### config.mk
export PLATFORM = sky130hd
export DESIGN_NAME = seq_div
export DESIGN_NICKNAME = d
export VERILOG_FILES = /design/src/rtl/seq_div_pkg.sv /design/src/rtl/seq_div_sub_slice.sv /design/src/rtl/seq_div.sv
export SDC_FILE = /design/constraint.sdc
export NUM_CORES = 1
export LEC_CHECK = 0
export CORE_MARGIN = 4
export CORE_UTILIZATION = 46
export CTS_BUF_LIST = sky130_fd_sc_hd__clkbuf_16
export DETAILED_ROUTE_END_ITERATION = 16
export PLACE_DENSITY = 0.72
export SLEW_MARGIN = 20
export SYNTH_ARGS = -nofsm -noshare
export SYNTH_HDL_FRONTEND = slang
export SYNTH_SLANG_ARGS = --single-unit
### constraint.sdc
create_clock -name clk -period 4.01 [get_ports clk]
set_input_delay 0.401 -clock clk [delete_from_list [all_inputs] [get_ports clk]]
set_output_delay 0.401 -clock clk [all_outputs]
set_load 0.05 [all_outputs]
### src/rtl/seq_div_pkg.sv
// seq_div_pkg: state encoding and sizing helpers shared by the sequential divider
package seq_div_pkg;
   typedef enum logic [1:0] {IDLE = 2'd0, RUN = 2'd1, DONE = 2'd2} state_t;
   localparam int DEF_WIDTH = 8;
   function automatic int cnt_width(input int w);
      return $clog2(w + 1);
   endfunction
endpackage

### src/rtl/seq_div_sub_slice.sv
// seq_div_sub_slice: N-bit ripple subtractor a-b as full adders on ~b with carry-in 1
module seq_div_sub_slice #(
   parameter int N = 9
) (
   input  logic [N-1:0] a,
   input  logic [N-1:0] b,
   output logic [N-1:0] diff,
   output logic         borrow
);
   logic [N:0] c;
   assign c[0] = 1'b1;
   for (genvar i = 0; i < N; i++) begin : g_fa
      assign diff[i]  = a[i] ^ ~b[i] ^ c[i];
      assign c[i+1]   = (a[i] & ~b[i]) | (c[i] & (a[i] ^ ~b[i]));
   end
   assign borrow = ~c[N];
endmodule

### src/rtl/seq_div.sv
// seq_div: restoring shift-subtract divider, 2W/W -> W quotient + W remainder, one bit per clock
// Optional SEQ_DIV_OVF_CHECK_EN: zero-divisor / quotient-overflow fast path flagged on err.
module seq_div
   import seq_div_pkg::*;
#(
   parameter int WIDTH = DEF_WIDTH
) (
   input  logic               clk,
   input  logic               reset,
   input  logic               start,
   input  logic [2*WIDTH-1:0] dividend,
   input  logic [WIDTH-1:0]   divisor,
   output logic [WIDTH-1:0]   quot,
   output logic [WIDTH-1:0]   rem,
   output logic               busy,
   output logic               done,
   output logic               err
);
   localparam int CW = cnt_width(WIDTH);
   state_t state, state_nx;
   logic [WIDTH-1:0] r, q, d, r_sh, r_nx, q_nx, diff;
   logic [CW-1:0] cnt;
   logic diff_unused, borrow, last, bad, accept;
   assign r_sh   = {r[WIDTH-2:0], q[WIDTH-1]};
   assign q_nx   = {q[WIDTH-2:0], ~borrow};
   assign r_nx   = borrow ? r_sh : diff;
   assign last   = cnt == CW'(WIDTH - 1);
   assign accept = state == IDLE && start;
   assign busy   = state == RUN;
   assign done   = state == DONE;
`ifdef SEQ_DIV_OVF_CHECK_EN
   assign bad = divisor == '0 || dividend[2*WIDTH-1:WIDTH] >= divisor;
`else
   assign bad = 1'b0;
`endif
   seq_div_sub_slice #(.N(WIDTH + 1)) u_sub (
      .a      ({r[WIDTH-1], r_sh}),
      .b      ({1'b0, d}),
      .diff   ({diff_unused, diff}),
      .borrow (borrow)
   );
   // state register
   always_ff @(posedge clk or negedge reset)
      if (!reset) state <= IDLE;
      else state <= state_nx;
   // next state: accept from IDLE (fast path on bad operands), WIDTH iterations in RUN, one DONE cycle
   always_comb begin
      state_nx = state == IDLE ? (start ? (bad ? DONE : RUN) : IDLE) :
                 state == RUN  ? (last ? DONE : RUN) : IDLE;
   end
   // operand capture, shift-subtract iteration and result registers
   always_ff @(posedge clk or negedge reset)
      if (!reset) begin
         r    <= '0;
         q    <= '0;
         d    <= '0;
         cnt  <= '0;
         quot <= '0;
         rem  <= '0;
         err  <= 1'b0;
      end else if (accept) begin
         r   <= dividend[2*WIDTH-1:WIDTH];
         q   <= dividend[WIDTH-1:0];
         d   <= divisor;
         cnt <= '0;
         if (bad) begin
            quot <= '1;
            rem  <= '0;
            err  <= 1'b1;
         end
      end else if (state == RUN) begin
         r   <= r_nx;
         q   <= q_nx;
         cnt <= cnt + 1'b1;
         if (last) begin
            quot <= q_nx;
            rem  <= r_nx;
            err  <= 1'b0;
         end
      end
endmodule

==> impl_metrics.py, run 1 <==
metrics = {
    "floorplanning": {
        "std_cell_rows": 25,
        "start_util_pct": 47.7,
        "num_io_pins": 46,
        "dieArea_mm2": 0.00608,
        "fp.dieW_um": 78.0,
        "core-area_mm2": 0.00472,
        "dieHeight_um": 78.0,
    },
    "synthesis": {
        "synth_common_cells": "dfrtp_1, mux2_2, o21ai_0",
        "synth_ff_type": "dfrtp_1",
        "ys_ff_latch": 46,
        "synth_cells": 188,
        "yosysMostFrequentCell": "dfrtp_1",
        "synth-edff-count": 0,
        "synth_cell_type_count": 35,
        "yosys.area.top_type": "dfrtp_1",
        "ys_warn_count": 0,
        "syn_nets": 224,
        "syn_area_mm2": 0.00225,
        "async_flop_share_pct": 100,
        "yosysSeqAreaShare_pct": 51.1,
        "syn_avg_cell_area_um2": 12.0,
        "yosysTopAreaCellShare_pct": 51.1,
        "synthTopCellsByArea": "dfrtp_1, mux2_2, fa_1",
    },
    "final_layout": {
        "fillers": 386,
        "regArea_mm2": 0.00115,
        "multi_input_area_um2": 998,
        "layout.cells.non_filler": 301,
        "syn_to_final_growth_pct": 29.6,
        "n_antenna_cell": 0,
        "fin_nets": 269,
        "drive_above_1_share_pct": 20.5,
        "stdcell_area_mm2": 0.00292,
    },
    "detailed_routing": {
        "drtPass1Iterations": 4,
        "drt_iter0_markers": 107,
        "ant_nets": 0,
        "vias": 1631,
        "drt-total-wl_um": 4780,
        "avgRoutedWirePerCell_um": 15.9,
        "drc": 0,
        "vias_per_cell": 5.42,
    },
    "setup_path": {
        "arrival_ps": 4030,
        "cp-end-kind": "register",
        "slowest_delay_ps": 420,
        "crit_chain": "inv_1 > ha_1 > fa_1 > fa_2 > fa_2 > fa_1 > inv_1 > fa_1 > inv_1 > fa_1 > inv_1 > fa_2 > mux2_2 > mux2_2",
        "crit_slowest_cell": "fa_2",
        "cp-start-kind": "register",
        "cp_max_fo": 3,
        "crit_type": "reg -> reg",
        "worstPathRequired_ps": 4180,
    },
    "status": {
        "status": "finished, final reports clean",
    },
    "global_routing": {
        "grt_start_max_net_pins": 47,
        "grt_pass1_wl_um": 8190,
        "track_usage_pct": 17.3,
        "grt_antenna_before_repair": 0,
        "grt_pass1_vias": 1643,
        "grt_overflow_total": 0,
    },
    "power": {
        "power.density_mw_per_mm2": 983,
        "p_leak_nw": 1.23,
        "vdd_ir_drop_max_v": 0.000436,
    },
    "placed_design": {
        "dp.cells": 292,
        "port_buffers": 44,
        "hpwl_um": 3340,
        "routabilityCongestion": 0.825,
        "dp_slack_ps": 80.5,
        "placed_cell_area_mm2": 0.00273,
    },
    "flow_run": {
        "drv_cap": 0,
    },
    "sta": {
        "fin_skew_ps": 4.34,
        "timing.hold.ws_ps": 113,
        "setup_viol": 0,
        "tns_ps": 0,
        "rsz0062_at_grt": "no",
        "relSlewSlack_pct": 46.7,
        "fin_crit_sh_pct": 96.3,
        "finalHoldViolations": 0,
        "layout_min_cycle_time_ps": 3860,
        "max_freq_mhz": 259,
        "max_slew.worst_pin.slew_ps": 799,
        "slew_viol_final": 0,
        "setup_ws_ps": 149,
    },
    "clocking": {
        "clock_sinks": 46,
        "h-tree-depth": 2,
        "cts_tree": "built",
        "clock_path_buffers": 2,
        "postCtsHoldBufs": 0,
        "clkLatencyLatePin_ps": 290,
        "numCtsBuffers": 5,
        "cts_root_buffer": "clkbuf_16",
        "path_clk_slew_ps": 60,
    },
    "min_path": {
        "hold_path.class": "in -> async",
    },
}
-- flip-flops by register name, summed over array words and instances, names as in the netlist --
| name | flops |
|---|---|
| r | 8 |
| q | 8 |
| cnt | 4 |
| state | 2 |
| d | 8 |
| quot | 8 |
| rem | 8 |
-- where the power goes --
group / internal (W) / switching (W) / leakage [nW]
clock network: 0.000294 / 0.000182 / 0.0760
registers: 0.000707 / 0.000201 / 0.544
logic: 0.000672 / 0.000813 / 0.613
-- timing repair --
action                                  4_1_cts  5_1_grt
endpoints found under the setup margin        0        7
buffers inserted                              0        1
gates resized for setup                       0        4
-- final cells by class --
type | instances | share of cell area [%]
Timing Repair Buffer | 48 | 16.0
Clock buffer | 5 | 4.28
Clock inverter | 3 | 1.54
Sequential cell | 46 | 39.4
Multi-Input combinational cell | 119 | 34.2
Inverter | 13 | 1.67
Tap cell | 67 | 2.87
-- cells by family (layout without fill, tap and decap cells) --
| kind of cell | count (synthesis) | in the layout | synth area share (%) |
|---|---|---|---|
| other | 1 | 1 | 0.166 |
| buffers and inverters | 23 | 69 | 5.16 |
| AOI/OAI and AO/OA | 56 | 56 | 16.5 |
| muxes | 24 | 24 | 11.9 |
| DFF | 46 | 46 | 51.1 |
| adders and majority gates | 9 | 9 | 7.33 |
| and+or+nand+nor | 29 | 29 | 7.77 |
-- per-stage QoR --
| step | total power [W] | utilization [%] |
|---|---|---|
| finish | 0.00287 | 61.8 |
| global route | 0.00309 | 61.8 |
| CTS | 0.00287 | 61.5 |
| detailed placement | 0.00239 | 57.9 |
| global placement | 0.00234 | 57.9 |
| floorplan | 0.00194 | - |
-- worst paths after layout --
check / from / to / slack, ps / cells after the start
max in group asynchronous: reset / d[7] / 3510 / 1
worst min-delay path: reset / quot[3] / 110 / 1
worst max register to register: q[7] / rem[7] / 150 / 14
worst min register to register: cnt[3] / cnt[3] / 470 / 1
worst max-delay path: q[7] / rem[7] / 150 / 14
min in group clk: cnt[3] / cnt[3] / 470 / 1
-- placed cells by master, fill, tap and decap left out, types with 2 or more instances in the layout --
| master | n |
|---|---|
| dfrtp_1 | 46 |
| clkdlybuf4s50_1 | 43 |
| mux2_2 | 23 |
| a21oi_1 | 14 |
| o21ai_0 | 14 |
| inv_1 | 11 |
| nor2b_1 | 8 |
| a22oi_1 | 7 |
| a22o_1 | 5 |
| nor3_1 | 5 |
| clkbuf_16 | 5 |
| buf_4 | 5 |
| nand2_1 | 4 |
| a21o_1 | 4 |
| fa_1 | 4 |
| o32a_1 | 3 |
| o221a_2 | 3 |
| fa_2 | 3 |
| inv_2 | 2 |
| a31oi_1 | 2 |
| or2_2 | 2 |
| nand3b_1 | 2 |
| ha_1 | 2 |
| clkinvlp_4 | 2 |
-- metal layers --
metal	GRT usage [%]	vias up	wire [um]
met5	0	-	0
met4	6.29	0	92
met3	3.83	9	188
met2	26.8	44	2230
met1	24.0	810	2260
li1	-	768	-
-- worst max-delay path, delay by kind of cell (launching register included) --
| kind | cells | cell delay, ps |
|---|---|---|
| buf+inv | 4 | 250 |
| mux | 2 | 570 |
| flops | 1 | 370 |
| fa+ha+maj | 8 | 2560 |
No activity file was read; power rests on OpenSTA's default activity.
==> run 2: changes to the inputs <==
CORE_UTILIZATION = 55   (was 46)
PLACE_DENSITY = 0.81   (was 0.72)
clock period = 4.7 ns   (was 4.01 ns; I/O delays follow)
==> run 2 against run 1 <==
Clock-buffer cell count did not move. Maximum frequency fell by 7.1%. Clock skew rose by 2.9 ps. Global-route usage rose by 3.5 points. Wire length fell by 0.54%. Sequential power fell by 14%. Non-clock buffer count fell by 3. Largest cell class unchanged. Largest power group unchanged.
==> impl_metrics.py, run 2 (same netlist as run 1, synthesis figures left out) <==
metrics = {
    "status": {
        "status": "finished, final reports clean",
    },
    "detailed_routing": {
        "drtPass1Iterations": 4,
        "vias": 1605,
        "drc": 0,
        "vias_per_cell": 5.71,
        "drt_iter0_markers": 115,
        "avgRoutedWirePerCell_um": 16.9,
        "drt-total-wl_um": 4750,
        "ant_nets": 0,
    },
    "placed_design": {
        "dp_slack_ps": 550,
        "dp.cells": 273,
        "hpwl_um": 3310,
        "port_buffers": 44,
        "routabilityCongestion": 0.868,
    },
    "sta": {
        "setup_viol": 0,
        "slew_viol_final": 0,
        "fin_skew_ps": 7.21,
        "layout_min_cycle_time_ps": 4160,
        "relSlewSlack_pct": 35.7,
        "finalHoldViolations": 0,
        "max_freq_mhz": 241,
        "tns_ps": 0,
        "fin_crit_sh_pct": 88.4,
        "rsz0062_at_grt": "no",
        "setup_ws_ps": 544,
        "max_slew.worst_pin.slew_ps": 962,
    },
    "min_path": {
        "hold_path.class": "in -> async",
    },
    "flow_run": {
        "drv_cap": 0,
    },
    "setup_path": {
        "worstPathRequired_ps": 4870,
        "reg2reg_depth": 15,
        "crit_type": "reg -> reg",
        "cp-end-kind": "register",
        "cp-start-kind": "register",
        "cp_max_fo": 10,
        "arrival_ps": 4320,
    },
    "clocking": {
        "ctsResizeCount": 0,
        "numCtsBuffers": 5,
        "h-tree-depth": 2,
        "postCtsHoldBufs": 0,
        "post_cts_buffers": 0,
        "clock_sinks": 46,
        "clock_path_buffers": 2,
        "clkLatencyLatePin_ps": 280,
        "cts_tree": "built",
        "path_clk_slew_ps": 70,
        "cts_root_buffer": "clkbuf_16",
    },
    "global_routing": {
        "grt_overflow_total": 0,
        "grt.busiest_layer": "met2",
        "grt_pass1_vias": 1668,
        "grt_pass1_wl_um": 8290,
        "grt.met1_usage_pct": 28.6,
        "grt_use_met3_pct": 4.43,
        "grt_start_max_net_pins": 47,
        "grt_antenna_before_repair": 0,
        "track_usage_pct": 20.8,
        "met2_usage_pct": 34.5,
    },
    "final_layout": {
        "fin_util_pct": 71.5,
        "mostFrequentLayoutCell": "dfrtp_1",
        "layout.cells.non_filler": 281,
        "n_antenna_cell": 0,
        "drive_above_1_share_pct": 17.7,
        "fin_nets": 266,
        "layout_common_cells": "dfrtp_1, clkdlybuf4s50_1, mux2_2",
        "syn_to_final_growth_pct": 26.0,
    },
    "power": {
        "vdd_ir_drop_max_v": 0.000521,
        "p_leak_nw": 1.21,
        "power.density_mw_per_mm2": 823,
        "power_w": 0.00234,
    },
    "floorplanning": {
        "core-area_mm2": 0.00397,
        "num_io_pins": 46,
        "start_util_pct": 56.7,
        "dieHeight_um": 72.0,
        "fp.dieW_um": 72.0,
        "std_cell_rows": 23,
        "dieArea_mm2": 0.00519,
    },
}
[run 2: cell type report]
class / count / area (um2)
sequential: 46 / 1150
fill: 277 / 1130
multi-input combinational: 119 / 986
timing repair buffer: 45 / 445
clock buffer: 5 / 125
tap: 50 / 62.6
inverter: 13 / 48.8
clock inverter: 3 / 21.3
[run 2: final timing paths]
check / slack, ps / startpoint / endpoint
min in group clk: 480 / cnt[3] / cnt[3]
max in group asynchronous: 4130 / reset / quot[1]
max reg2reg: 540 / q[7] / rem[7]
min: 190 / reset / rem[3]
min reg2reg: 480 / cnt[3] / cnt[3]
max: 540 / q[7] / rem[7]
[run 2: per-layer routing]
metal | share of wire [%] | vias to the layer above
met3 | 3.9 | 4
met2 | 52 | 38
met1 | 43 | 805
li1 | - | 758
met4 | 0.65 | 0
met5 | 0 | -
[run 2: critical path, cell delays in order (launching register included)]
cell     delay [ps]
dfrtp_1         360
inv_1            50
ha_1            200
fa_1            370
fa_1            390
fa_1            410
fa_1            370
inv_1            70
fa_1            150
inv_1            40
fa_1            350
inv_1            70
fa_1            290
or2_2           270
mux2_2          370
mux2_2          270
[run 2: power by group]
part / internal, W / switching (W) / leakage (nW) / total (W)
registers: 0.000603 / 0.000174 / 0.544 / 0.000777
clock network: 0.000197 / 0.000146 / 0.0698 / 0.000343
logic: 0.000544 / 0.000673 / 0.599 / 0.00122
total: 0.00134 / 0.000992 / 1.21 / 0.00234
[run 2: per-stage QoR]
step / hold WS [ps] / area (um2)
2_1_floorplan: 174 / 2250
3_3_place_gp: 459 / 2690
3_5_place_dp: 475 / 2690
4_1_cts: 397 / 2840
5_1_grt: 229 / 2840
6_report: 187 / 2840
==> run 3: changes to the inputs <==
CELL_PAD_IN_SITES_DETAIL_PLACEMENT = 0   (was unset)
CELL_PAD_IN_SITES_GLOBAL_PLACEMENT = 2   (was unset)
CORE_UTILIZATION = 36   (was 55)
PLACE_DENSITY = 0.8   (was 0.81)
TNS_END_PERCENT = 1   (was unset)
==> run 3 against run 2 <==
Non-clock buffer count fell by 1. Worst setup slack got worse by 25 ps. Global-route usage fell by 6.8 points. Wire length rose by 4.5%. Design area rose by 0.70%. Maximum frequency fell by 0.59%. Clock-buffer cell count did not move. Sequential power barely moved. Cell count rose by 8.5%. Worst hold slack barely moved. Critical path depth did not move.
==> impl_metrics.py, run 3 (same netlist as run 1, synthesis figures left out) <==
metrics = {
    "status": {
        "status": "finished, final reports clean",
    },
    "clocking": {
        "h-tree-depth": 2,
        "path_clk_slew_ps": 60,
        "post_cts_buffers": 0,
        "numCtsBuffers": 5,
        "cts_tree": "built",
        "ctsResizeCount": 0,
        "postCtsHoldBufs": 0,
        "cts_root_buffer": "clkbuf_16",
        "clkLatencyLatePin_ps": 280,
        "clock_path_buffers": 2,
        "clock_sinks": 46,
    },
    "flow_run": {
        "drv_cap": 0,
    },
    "floorplanning": {
        "start_util_pct": 37.6,
        "core-area_mm2": 0.00599,
        "fp.dieW_um": 87.1,
        "std_cell_rows": 28,
        "dieHeight_um": 87.1,
        "dieArea_mm2": 0.00759,
        "num_io_pins": 46,
    },
    "global_routing": {
        "grt_overflow_total": 0,
        "grt_antenna_before_repair": 0,
        "track_usage_pct": 14.0,
        "grt_pass1_vias": 1622,
        "grt_pass1_wl_um": 8360,
        "grt_start_max_net_pins": 47,
    },
    "power": {
        "power.density_mw_per_mm2": 812,
        "p_leak_nw": 1.21,
        "power_w": 0.00232,
        "vdd_ir_drop_max_v": 0.000356,
    },
    "sta": {
        "slew_viol_final": 0,
        "setup_viol": 0,
        "setup_ws_ps": 519,
        "max_slew.worst_pin.slew_ps": 1030,
        "rsz0062_at_grt": "no",
        "tns_ps": 0,
        "layout_min_cycle_time_ps": 4180,
        "relSlewSlack_pct": 31.3,
        "fin_skew_ps": 5.24,
        "max_freq_mhz": 239,
        "finalHoldViolations": 0,
        "fin_crit_sh_pct": 89.0,
    },
    "setup_path": {
        "cp_max_fo": 10,
        "critical-path-top-delay-family": "adder cells",
        "arrival_ps": 4350,
        "slowest_delay_ps": 390,
        "path_common_cell": "fa_1",
        "r2r_setup_slack_ps": 520,
        "timing.rr.end": "rem[5]",
        "crit_chain": "inv_1 > ha_1 > fa_1 > fa_1 > fa_1 > fa_1 > inv_1 > fa_1 > inv_1 > fa_1 > inv_1 > fa_1 > or2_2 > mux2_2 > mux2_2",
        "crit_type": "reg -> reg",
        "cp-start-kind": "register",
        "reg2reg_depth": 15,
        "crit_slowest_cell": "fa_1",
        "reg2reg_from": "q[7]",
        "worstPathRequired_ps": 4870,
        "cp-end-kind": "register",
        "critical_path_buf_inv_count": 4,
    },
    "final_layout": {
        "drive_above_1_share_pct": 17.0,
        "stdcell_area_mm2": 0.00286,
        "n_antenna_cell": 0,
        "fin_nets": 265,
        "layout.cells.non_filler": 305,
        "syn_to_final_growth_pct": 26.9,
        "mostFrequentLayoutCell": "dfrtp_1",
        "layout_common_cells": "dfrtp_1, clkdlybuf4s50_1, mux2_2",
    },
    "placed_design": {
        "hpwl_um": 3440,
        "placed_cell_area_mm2": 0.00272,
        "dp_slack_ps": 508,
        "dp.cells": 297,
        "port_buffers": 44,
        "routabilityCongestion": 0.751,
    },
    "detailed_routing": {
        "drt-total-wl_um": 4960,
        "drt-met1-wl_um": 2380,
        "vias": 1588,
        "ant_nets": 0,
        "drtPass1Iterations": 5,
        "drc": 0,
        "top_layer": "met4",
        "drt_iter0_markers": 82,
        "wl_met3_um": 217,
        "dr_wl_met2_um": 2300,
        "vias_per_cell": 5.21,
        "avgRoutedWirePerCell_um": 16.3,
    },
    "min_path": {
        "hold_path.class": "in -> async",
    },
}
==> run 3: cell count changes in the layout (fill, tap and decap cells not counted), sizes merged <==
cell and change:
buf -1, clkinvlp -1, inv +1
==> run 3: worst max-delay path by stage <==
| stage | from | to | slack (ps) | depth (start not counted) |
|---|---|---|---|---|
| floorplan | q[7] | rem[7] | 770 | 16 |
| global placement | q[7] | rem[5] | 590 | 15 |
| detailed placement | q[7] | rem[5] | 510 | 15 |
| CTS | q[7] | rem[5] | 480 | 15 |
| global route | q[7] | rem[5] | 290 | 15 |
| finish | q[7] | rem[5] | 520 | 15 |
==> run 3: where the power goes <==
group | switching [W] | leakage (nW) | internal (W)
sequential | 0.000171 | 0.544 | 0.000603
clock | 0.000139 | 0.0724 | 0.000192
combinational | 0.000671 | 0.596 | 0.000544
==> run 3: cell type report <==
class	count	area [um2]
Clock buffer	5	125
Clock inverter	3	12.5
Fill cell	555	3130
Inverter	13	48.8
Multi-Input combinational cell	119	991
Sequential cell	46	1150
Tap cell	75	93.8
Timing Repair Buffer	44	438
==> run 3: worst reg2reg max path: stages, from the launching register on <==
cell	delay, ps
dfrtp_1	360
inv_1	50
ha_1	200
fa_1	370
fa_1	390
fa_1	380
fa_1	370
inv_1	70
fa_1	150
inv_1	50
fa_1	370
inv_1	80
fa_1	300
or2_2	280
mux2_2	370
mux2_2	260
==> run 3: per-layer routing <==
layer  track usage, %  up-vias
met3             3.03        5
li1                 -      757
met4             4.32        0
met5                0        -
met2             21.4       33
met1             20.1      793
==> run 3: through the flow <==
| step | hold WS (ps) | util [%] |
|---|---|---|
| 2_1_floorplan | 174 | - |
| 5_1_grt | 241 | 47.7 |
| 4_1_cts | 413 | 47.7 |
| 6_report | 187 | 47.7 |
| 3_5_place_dp | 468 | 45.4 |
| 3_3_place_gp | 463 | 45.4 |
==> variant: new RTL, config.mk and constraints of run 2 <==
The option `SEQ_DIV_OVF_CHECK_EN` is turned on by a define.
--- a/src/rtl/seq_div.sv
+++ b/src/rtl/seq_div.sv
@@ -2,2 +2,4 @@
 // Optional SEQ_DIV_OVF_CHECK_EN: zero-divisor / quotient-overflow fast path flagged on err.
+`define SEQ_DIV_OVF_CHECK_EN
+
 module seq_div
Function: changed (Yosys sat finds a counterexample within 4 cycles, from zero or initial values and one cycle with reset low).
==> variant against run 2 <==
Synthesized cell count is 47% higher; synthesized area is 9.3% higher; sequential power down 6.8%; largest power group unchanged; power shrank 0.50%; worst setup slack got worse by 0.050 ns; core utilization is 0.17 points lower; sequential cell count grew 1; global-route usage rose by 1.2 points; wire length rose by 19%; combinational power fell by 6%; design area increased by 9.4%.
==> variant: results (changes against run 2) <==
stage,metric,value,unit,change
synthesis,Synth Warn #,0,,unchanged
routing,Routed WL,5.643,mm,+19%
synthesis,post-synthesis async set-or-reset flop share,100.0,%,unchanged
clock_network,H-Tree Level Count,2,,unchanged
critical_path,CP max FO,18,,+8
placement,placer congestion estimate,0.8116,,-6.5%
grt,total track usage,22.02,%,+1.2 points
finish,layout cells sized above 1,7.006,%,-11 points
timing,normalized max-slew margin,34.64,%,-1.1 points
power,P_sw,0.001011,W,+1.8%
synthesis,syn_nets,320,,+43%
finish,antenna cells,0,,unchanged
clock_network,TritonCTS clock tree,yes,,
grt,largest net degree at the start of global routing,48,,+2.1%
timing,Hold WS,0.1940,ns,+0.007378 ns
finish,fill cell count,328,,+18%
power,Max VDD drop,433.9,µV,-17%
timing,clk_skew,0.005822,ns,-0.001390 ns
synthesis,Synth top cells by count,"nor2_1 (51), dfrtp_1 (47), nand2_1 (42), o21ai_0 (21), a21oi_1 (20)",,
clock_network,Worst-Skew Late Latency,0.29,ns,
synthesis,count of cell types in the netlist,33,,-5.7%
placement,Port Buffers,45,,+2.3%
clock_network,CTS Buf Count,5,,unchanged
clock_network,post-CTS setup repair buffer count,0,,unchanged
critical_path,worst reg2reg setup slack,0.49,ns,-0.05 ns
synthesis,"FF+latch count, synth",47,,+2.2%
placement,HPWL after DPL,3.990,mm,+20%
synthesis,Main synth FF type,dfrtp_1,,
critical_path,CP Data Arrival Time,4.40,ns,+0.08 ns
synthesis,XOR/XNOR Fraction of Synth Area,0,%,unchanged
placement,DP Area,2909,µm²,+8.1%
synthesis,cells taking the most area after synthesis,"dfrtp_1 (48%), nor2_1 (7.8%), nand2_1 (6.4%)",,
clock_network,clock root buffer,clkbuf_16,,
synthesis,mux share of post-synthesis cell area,0.4065,%,-12 points
routing,vias per inst,5.585,,-2.2%
power,leakage power,1.403,nW,+16%
clock_network,CTS Buffer Depth,2,,unchanged
finish,Nets,357,,+34%
synthesis,post-synthesis compound-gate area fraction,15.29,%,-1.3 points
grt,vias in the first global route,1926,,+15%
synthesis,post-synthesis adder-cell area fraction,10.77,%,+3.4 points
min_path,Hold WC Path Type,in2async,,
outcome,status,finished clean,,
routing,First DRT Iteration DRCs,163,,+42%
grt,global-route wire length before repair,9.183,mm,+11%
synthesis,"Seq/Total Area, Yosys",47.76,%,-3.3 points
## variant: changes by cell type after synthesis, sizes merged, moves of 8 or more
cell / run 2 / this run
nand2: 5 / 42
mux2: 23 / 0
nor2: 1 / 51
ha: 2 / 10
a21oi: 14 / 28
## variant: cell type report
class	count	area, µm²	area share, %
well taps	52	65.06	2.094
inverters	17	63.81	2.054
flip-flops and latches	47	1176	37.86
clock buffers	5	125.1	4.027
repair buffers	46	455.4	14.66
clock inverters	3	63.81	2.054
multi-input cells	196	1157	37.25
## variant: logic make-up after synthesis
group           Yosys count
simple gates            116
buf+inv                  33
fa+ha+maj                17
mux                       1
compound gates           62
flops                    47
## variant: worst paths after layout
kind | depth (start not counted) | end | start
worst min register to register | 2 | err$_DFFE_PN0P_ | err$_DFFE_PN0P_
worst max-delay path | 15 | rem[4]$_DFFE_PN0P_ | q[7]$_DFFE_PN0P_
worst min-delay path | 1 | err$_DFFE_PN0P_ | reset
worst max register to register | 15 | rem[4]$_DFFE_PN0P_ | q[7]$_DFFE_PN0P_
min in group clk | 2 | err$_DFFE_PN0P_ | err$_DFFE_PN0P_
max in group asynchronous | 1 | d[4]$_DFFE_PN0P_ | reset
## variant: routing by layer
layer  up-vias  GRT usage (%)  wire (µm)
li1        991              -          -
met3         8          4.272        354
met5         -              0          0
met4         0          7.115         89
met1       972          31.76       2499
met2        73          33.66       2700
## variant: worst max-delay path, stage by stage, from the launching register on
cell,delay [ns]
dfrtp_1,0.35
inv_1,0.06
ha_1,0.20
fa_1,0.40
fa_1,0.39
fa_1,0.38
fa_1,0.38
fa_1,0.39
fa_1,0.39
fa_1,0.38
nand2b_1,0.08
buf_4,0.21
nor2_1,0.06
a21oi_1,0.16
nor2_1,0.07
nor3_1,0.21
## variant: power groups by stage
stage / clock [W] / sequential (W) / combinational, W
6_report: 0.000449 / 0.000724 / 0.00115
5_1_grt: 0.000470 / 0.000741 / 0.00131
4_1_cts: 0.000454 / 0.000720 / 0.00115
3_5_place_dp: 0 / 0.000725 / 0.00114
3_3_place_gp: 0 / 0.000717 / 0.00110
2_1_floorplan: 0 / 0.000894 / 0.000658
## variant: stage by stage
stage          setup WS, ns  cells
2_1_floorplan        0.6144    276
4_1_cts              0.5108    366
5_1_grt              0.2772    366
6_report             0.4940    366
3_3_place_gp         0.6125    358
3_5_place_dp         0.5176    358
